File: src/rtl/rsp_pkg.sv
// Shared types and widths for the receiver-signal-path measurement blocks.
package rsp_pkg;

  typedef enum logic [0:0] {
    IDLE = 1'b0,
    RUN  = 1'b1
  } state_e;

  localparam int SAMPLE_W = 16;
  localparam int SQ_W     = 32;
  localparam int MAG_W    = 17;

  // Accumulator wide enough to sum a full window of squares without wrapping.
  function automatic int acc_w(input int win_log2);
    return SQ_W + win_log2;
  endfunction

endpackage

File: src/rtl/rsp_sq_mag.sv
// Stage-1 register slice: squares and magnitude of one signed sample.
module rsp_sq_mag
  import rsp_pkg::*;
(
  input  logic                clk,
  input  logic                reset,
  input  logic [SAMPLE_W-1:0] x_i,
  input  logic                valid_i,
  output logic [SQ_W-1:0]     sq_o,
  output logic [MAG_W-1:0]    mag_o,
  output logic                valid_o
);

  logic signed [SAMPLE_W-1:0] x_s;
  logic signed [SQ_W-1:0]     prod;
  logic signed [MAG_W-1:0]    x_ext;

  logic [SQ_W-1:0]  sq_d,    sq_q;
  logic [MAG_W-1:0] mag_d,   mag_q;
  logic             valid_d, valid_q;

  always_comb begin
    x_s   = signed'(x_i);
    prod  = SQ_W'(x_s) * SQ_W'(x_s);
    // One extra bit so that |-32768| = 32768 is representable.
    x_ext = {x_i[SAMPLE_W-1], x_i};
    sq_d    = sq_q;
    mag_d   = mag_q;
    valid_d = valid_i;
    if (valid_i) begin
      sq_d  = unsigned'(prod);
      mag_d = x_ext[MAG_W-1] ? unsigned'(-x_ext) : unsigned'(x_ext);
    end
  end

  always_ff @(posedge clk) begin
    if (reset) begin
      sq_q    <= '0;
      mag_q   <= '0;
      valid_q <= 1'b0;
    end else begin
      sq_q    <= sq_d;
      mag_q   <= mag_d;
      valid_q <= valid_d;
    end
  end

  assign sq_o    = sq_q;
  assign mag_o   = mag_q;
  assign valid_o = valid_q;

endmodule

File: src/rtl/rsp_power_meter.sv
// Windowed mean-power / peak / overload meter with a valid/ready result port.
// Handshake: a result is transferred on any rising edge where meas_valid and meas_ready are both high;
// meas_valid and the result registers hold steady until then, and a new result may overwrite an unaccepted one.
module rsp_power_meter
  import rsp_pkg::*;
#(
  parameter int               WIN_LOG2   = 4,
  parameter logic [MAG_W-1:0] OVL_THRESH = 17'd32000,
  parameter int               OVL_MIN    = 1
) (
  input  logic             clk,
  input  logic             reset,
  input  logic             enable,
  input  logic [31:0]      in_data,
  input  logic             in_valid,
  input  logic             meas_ready,
  output logic             meas_valid,
  output logic [31:0]      meas_power,
  output logic [MAG_W-1:0] meas_peak,
  output logic             meas_ovl,
  output logic             overrun
);

  localparam int ACC_W = acc_w(WIN_LOG2);
  localparam int OVL_W = (OVL_MIN < 1) ? 1 : $clog2(OVL_MIN + 1);

  logic [SQ_W-1:0]  s1_sq;
  logic [MAG_W-1:0] s1_mag;
  logic             s1_valid;
  logic             unused_in_lo;

  assign unused_in_lo = ^in_data[15:0];

  rsp_sq_mag u_sq_mag (
    .clk     (clk),
    .reset   (reset),
    .x_i     (in_data[31:16]),
    .valid_i (enable && in_valid),
    .sq_o    (s1_sq),
    .mag_o   (s1_mag),
    .valid_o (s1_valid)
  );

  state_e              state_d, state_q;
  logic [WIN_LOG2-1:0] cnt_d, cnt_q;
  logic [ACC_W-1:0]    acc_d, acc_q, acc_next;
  logic [MAG_W-1:0]    peak_d, peak_q, peak_next;
  logic [OVL_W-1:0]    ovl_cnt_d, ovl_cnt_q, ovl_cnt_next;
  logic                win_done;

  logic                meas_valid_d, meas_valid_q;
  logic [31:0]         meas_power_d, meas_power_q;
  logic [MAG_W-1:0]    meas_peak_d, meas_peak_q;
  logic                meas_ovl_d, meas_ovl_q;
  logic                overrun_d, overrun_q;

  always_comb begin
    acc_next     = acc_q + ACC_W'(s1_sq);
    peak_next    = (s1_mag > peak_q) ? s1_mag : peak_q;
    ovl_cnt_next = ovl_cnt_q;
    if (s1_mag >= OVL_THRESH && ovl_cnt_q < OVL_W'(OVL_MIN)) begin
      ovl_cnt_next = ovl_cnt_q + OVL_W'(1);
    end

    state_d   = state_q;
    cnt_d     = cnt_q;
    acc_d     = acc_q;
    peak_d    = peak_q;
    ovl_cnt_d = ovl_cnt_q;
    win_done  = 1'b0;

    if (!enable) begin
      state_d   = IDLE;
      cnt_d     = '0;
      acc_d     = '0;
      peak_d    = '0;
      ovl_cnt_d = '0;
    end else if (state_q == IDLE) begin
      state_d = RUN;
    end else if (s1_valid) begin
      if (cnt_q == '1) begin
        // Window closes here; the next window starts with the very next sample.
        win_done  = 1'b1;
        cnt_d     = '0;
        acc_d     = '0;
        peak_d    = '0;
        ovl_cnt_d = '0;
      end else begin
        cnt_d     = cnt_q + WIN_LOG2'(1);
        acc_d     = acc_next;
        peak_d    = peak_next;
        ovl_cnt_d = ovl_cnt_next;
      end
    end

    meas_valid_d = meas_valid_q && !meas_ready;
    meas_power_d = meas_power_q;
    meas_peak_d  = meas_peak_q;
    meas_ovl_d   = meas_ovl_q;
    overrun_d    = overrun_q;
    if (win_done) begin
      meas_valid_d = 1'b1;
      meas_power_d = acc_next[ACC_W-1:WIN_LOG2];
      meas_peak_d  = peak_next;
      meas_ovl_d   = (ovl_cnt_next >= OVL_W'(OVL_MIN));
      overrun_d    = overrun_q || (meas_valid_q && !meas_ready);
    end
  end

  always_ff @(posedge clk) begin
    if (reset) begin
      state_q      <= IDLE;
      cnt_q        <= '0;
      acc_q        <= '0;
      peak_q       <= '0;
      ovl_cnt_q    <= '0;
      meas_valid_q <= 1'b0;
      meas_power_q <= '0;
      meas_peak_q  <= '0;
      meas_ovl_q   <= 1'b0;
      overrun_q    <= 1'b0;
    end else begin
      state_q      <= state_d;
      cnt_q        <= cnt_d;
      acc_q        <= acc_d;
      peak_q       <= peak_d;
      ovl_cnt_q    <= ovl_cnt_d;
      meas_valid_q <= meas_valid_d;
      meas_power_q <= meas_power_d;
      meas_peak_q  <= meas_peak_d;
      meas_ovl_q   <= meas_ovl_d;
      overrun_q    <= overrun_d;
    end
  end

  assign meas_valid = meas_valid_q;
  assign meas_power = meas_power_q;
  assign meas_peak  = meas_peak_q;
  assign meas_ovl   = meas_ovl_q;
  assign overrun    = overrun_q;

endmodule
File: config.mk
export PLATFORM = sky130hd
export DESIGN_NAME = rsp_power_meter
export DESIGN_NICKNAME = d
export VERILOG_FILES = /design/src/rtl/rsp_pkg.sv /design/src/rtl/rsp_sq_mag.sv /design/src/rtl/rsp_power_meter.sv
export SDC_FILE = /design/constraint.sdc
export NUM_CORES = 1
export LEC_CHECK = 0
export ABC_AREA = 1
export CAP_MARGIN = 40
export CORE_MARGIN = 2
export CORE_UTILIZATION = 30
export DETAILED_ROUTE_END_ITERATION = 8
export HOLD_SLACK_MARGIN = 0.1
export PLACE_DENSITY = 0.51
export SYNTH_ARGS = -nofsm -noshare
export SYNTH_HDL_FRONTEND = slang
export SYNTH_HIERARCHICAL = 1
export SYNTH_SLANG_ARGS = --single-unit
File: constraint.sdc
create_clock -name clk -period 9.37 [get_ports clk]
set_clock_uncertainty 0.1 [all_clocks]
set_input_delay 0.937 -clock clk [delete_from_list [all_inputs] [get_ports clk]]
set_output_delay 0.937 -clock clk [all_outputs]
set_load 0.02 [all_outputs]
* Word-level counts from Yosys, hierarchy flattened
Index checks and enable logic that the tools add are counted.
** Word-level totals
- Bits in registers :: 161
- Logic and storage cells :: 44
- Bits of input ports :: 37
** Cells by class
- Multipliers :: 1
- $lt $le $gt $ge :: 4
- Multiplexer cells :: 13
- Equal/unequal tests :: 1
- Reduce and logical (&&, ||, !) cells :: 7
- Bitwise operators :: 1
- $add $sub $neg :: 4
** Operators with widths (number)
- 2-to-1 mux 17 bit :: 3
- adder 36 x 32 -> 36 bit :: 1
- 2-to-1 mux 36 bit :: 1
- multiplier 16 x 16 -> 32 bit :: 1
- >= comparator 17 x 15 -> 1 bit (second input constant) :: 1
- > comparator 17 bit :: 1
- negation 16 -> 17 bit :: 1
- 2-to-1 mux 1 bit :: 8
- adder 4 x 1 -> 4 bit (second input constant) :: 1
- equality test 4 bit (second input constant) :: 1
- 2-to-1 mux 4 bit :: 1
- logical AND 1 bit :: 3
- AND reduction 2 bit :: 1
- OR reduction 2 bit :: 1
- adder 1 bit (second input constant) :: 1
- >= comparator 1 bit (second input constant) :: 1
- zero test 1 bit :: 1
- logical OR 1 bit :: 1
- < comparator 1 bit (second input constant) :: 1
- NOT 1 bit :: 1

* Logic depth before layout (Yosys ltp)
- Depth after elaboration :: 6
- Mapped depth :: 30

* By module
Netlist, hierarchy kept.
** By module, submodules not included
- rsp_sq_mag :: sequential area each 960.9 µm², instances 1, area an instance 11970.2 µm², cells each 1584
- rsp_power_meter :: sequential area each 2222.1 µm², instances 1, area an instance 7508.5 µm², cells each 1153

* Worst setup path after synthesis
No wires, ideal clock.
- Path kind :: input to register
- Start :: input port in_data[31]
- End :: register u_sq_mag.sq_q[31] (netlist: u_sq_mag/sq_o[31])
- Stages :: 27
- Data required time :: 9.161 ns
- Setup time :: 0.109 ns
- Setup slack :: 2.921 ns
- Arrival :: 6.240 ns
- Path through :: buf_2 buf_2 buf_2 nand2_1 inv_1 fa_1 fa_1 fa_1 inv_1 fa_1 inv_1 fa_1 inv_1 fa_1 inv_1 ha_1 nand2_1 nor2_1 nand2_1 nor3_1 nand2_1 inv_1 nor2_1 nand2_1 nand3_1 nand2_1 inv_1
** On the way
- Word-level cells in the longest chain between the ends :: 1
** Ends and longest elaborated chain
- start, declared :: RTL line rsp_power_meter.sv:14 : input logic [31:0] in_data,
- multiplier 16 x 16 -> 32 bit :: RTL line rsp_sq_mag.sv:24 : prod = SQ_W'(x_s) * SQ_W'(x_s);
- end signal, assigned :: RTL line rsp_sq_mag.sv:42 : sq_q <= sq_d;
- end, declared :: RTL line rsp_sq_mag.sv:18 : logic [SQ_W-1:0] sq_d, sq_q;
Every way passes these cells.
A chain may end at the register's enable or synchronous reset.

* Worst setup path after layout
Same ends and word-level chain as after synthesis.

==> results.cfg <==
[global_routing]
antenna_found_initial = 0
overflow = 0
grt_max_degree = 77
grt_pass1_wl_um = 86900
grt_usage = 0.164
grt_pass1_vias = 16400

[finish]
drive_gt1_frac = 0.0486
syn_to_final_growth_pct = 11.1
antennaDiodeCount = 0
final_area_um2 = 21600
final_nets = 3187
fillers = 6965
instances_no_fill = 3635

[place]
place_area_um2 = 21100
io_buffer_count = 72
dp_cells = 3604
hpwlAfterDp_um = 43100
place_congestion = 0.879

[yosys]
ys_types = 48
syn_area_um2 = 19500
synth-compound-area-share = 0.0915
yosysWarnings = 6
synth.area.mux_share = 0
synth_seq_area_share = 0.163
synth_edf_count = 0
syn_inst = 2737
synth_seq_cells = 159
synth_nets = 3156
synth_xor_area_frac = 0.0216
synthArstFlopShare = 0
synth_simple_gate_area_frac = 0.236
synth_top_family_by_area = adder cells
synth_ff_type = dfxtp_1
postSynthAreaPerCell_um2 = 7.12
synthAdderAreaFrac = 0.336

[critical_path]
required_ns = 9.62
cp-end-kind = register
cp.arrival_ns = 7.48
start_kind = input port
cp_max_fo = 21
critPathKind = input port to register

[detailed_routing]
dr_wl_met2_um = 24100
first_pass_iters = 5
wl_met3_um = 1950
drc = 0
num_vias = 16000
wl_per_cell_um = 14.3
ant_nets = 0
met1_length_um = 25200
top_layer = met4
drtIter0Drc = 905
routed_via_density = 4.41
routed_wl_um = 51900

[job]
drv_cap = 0

[floorplan]
core_um2 = 64300
die_w_um = 259
die_y_um = 259
ios = 89
start_util = 0.303
rows = 93
die_area_um2 = 67000

[timing]
worst_pin_slew_ns = 0.814
rsz0062_at_grt = no
finalHoldViolCount = 0
min_period_over_period = 0.772
holdWs_ns = 0.367
drv_slew = 0
period_minus_slack_ns = 7.23
max_clock_freq_mhz = 138
slew_headroom = 0.457
setup_tns_ns = 0
setup_viol = 0

[status]
status = finished clean

[clock_network]
cts-root-buf = clkbuf_16
ctsHoldBuffers = 0
cts_resized = 0
cts_buffer_depth = 2
cts_buffers = 17
clock_latency_ns = 0.45
post_cts_buffers = 0
clk_pin_slew_worst_paths_ns = 0.07
cts_sinks = 159
h-tree-depth = 4
cts_tree = done

[hold_path]
hp-class = register to register
layout by cell type (no fill, tap or decap), drive strengths merged, types with 2 or more instances in the layout:
master | synthesis | routed
a211oi | 2 | 2
a21o | 4 | 4
a21oi | 140 | 140
a31o | 2 | 2
a31oi | 2 | 2
buf | 35 | 24
bufinv | 0 | 3
clkbuf | 49 | 22
clkdlybuf4s50 | 0 | 72
clkinv | 6 | 10
dfxtp | 159 | 159
fa | 234 | 234
ha | 148 | 148
inv | 669 | 670
nand2 | 713 | 713
nand3 | 137 | 137
nand3b | 4 | 4
nand4 | 20 | 20
nor2 | 177 | 177
nor3 | 26 | 26
o21a | 35 | 35
o21ai | 79 | 79
o21bai | 33 | 33
o221ai | 2 | 2
or2 | 5 | 5
xnor2 | 8 | 8
xor2 | 40 | 40
layout make-up:
cell class              count  area, um2  share of cell area
clock buffers              22        464              0.0214
well taps                 855       1070              0.0494
inverters                 675       2540               0.117
repair buffers             96        908              0.0420
multi-input cells        1819      13300               0.616
flip-flops and latches    159       3180               0.147
clock inverters             9        134             0.00618
synth_stat cells (all sizes together), types with 4 or more instances:
cell type  count  share of area
ha           148          0.095
o21bai        33          0.013
nor3          26         0.0077
buf           35          0.012
a21o           4         0.0015
o21a          35          0.013
nand3        137          0.040
a21oi        140          0.039
dfxtp        159           0.16
nor2         177          0.035
o21ai         79          0.020
fa           234           0.24
xor2          40          0.018
clkinv         6         0.0017
clkbuf        49         0.0094
nand4         20         0.0064
inv          669           0.13
or2            5         0.0016
nand3b         4         0.0015
xnor2          8         0.0036
nand2        713           0.14
stage by stage:
step	setup slack [ns]	util
4_1_cts	2.10	0.336
2_1_floorplan	2.92	-
5_1_grt	1.65	0.336
3_5_place_dp	1.64	0.327
3_3_place_gp	1.60	0.327
6_report	2.14	0.336
kinds of logic (layout without fill, tap and decap cells):
group | after synthesis | count (layout)
and+or+nand+nor | 1085 | 1085
AOI/OAI and AO/OA | 303 | 303
other | 1 | 1
buffers and inverters | 759 | 802
adders and majority gates | 382 | 382
DFF | 159 | 159
xor gates and xnor gates | 48 | 48
final timing paths:
check                                             from                              to  slack (ns)  depth (start not counted)
worst max-delay path                       in_data[31]  u_sq_mag/sq_o[31]$_SDFFE_PP0P_        2.14                         26
worst min-delay path              overrun$_SDFFE_PP0P_            overrun$_SDFFE_PP0P_        0.37                          1
worst max register to register  peak_q[8]$_SDFFE_PP0P_      meas_peak[15]$_SDFFE_PP0P_        6.90                         13
worst min register to register    overrun$_SDFFE_PP0P_            overrun$_SDFFE_PP0P_        0.37                          1
flip-flops by register name (all words and copies together) (netlist names):
name	cells
meas_ovl	1
meas_peak	17
u_sq_mag/valid_o	1
state_q	1
cnt_q	4
meas_power	32
ovl_cnt_q	1
u_sq_mag/sq_o	31
overrun	1
meas_valid	1
u_sq_mag/mag_o	16
peak_q	17
acc_q	36
critical path, stage by stage:
cell and delay, ns:
clkdlybuf4s50_1 0.85, buf_4 0.40, nand2_1 0.09, inv_1 0.15, fa_1 0.57, fa_1 0.73
fa_1 0.63, inv_1 0.10, fa_1 0.53, inv_1 0.05, fa_1 0.50, inv_1 0.05
fa_1 0.56, inv_1 0.05, ha_1 0.37, nand2_1 0.10, nor2_1 0.15, nand2_1 0.09
nor3_1 0.13, nand2_1 0.09, inv_1 0.06, nor2_1 0.03, nand2_1 0.05, nand3_1 0.07
nand2_1 0.09, inv_1 0.03
metal layers:
metal,global-route usage,vias up
met5,0,-
met3,0.0196,36
met1,0.226,7476
li1,-,8272
met2,0.275,238
met4,0.0326,0
Power is left out: the tool's default activity adds up to more than one toggle a clock period on the data nets, which glitch-free logic cannot reach.
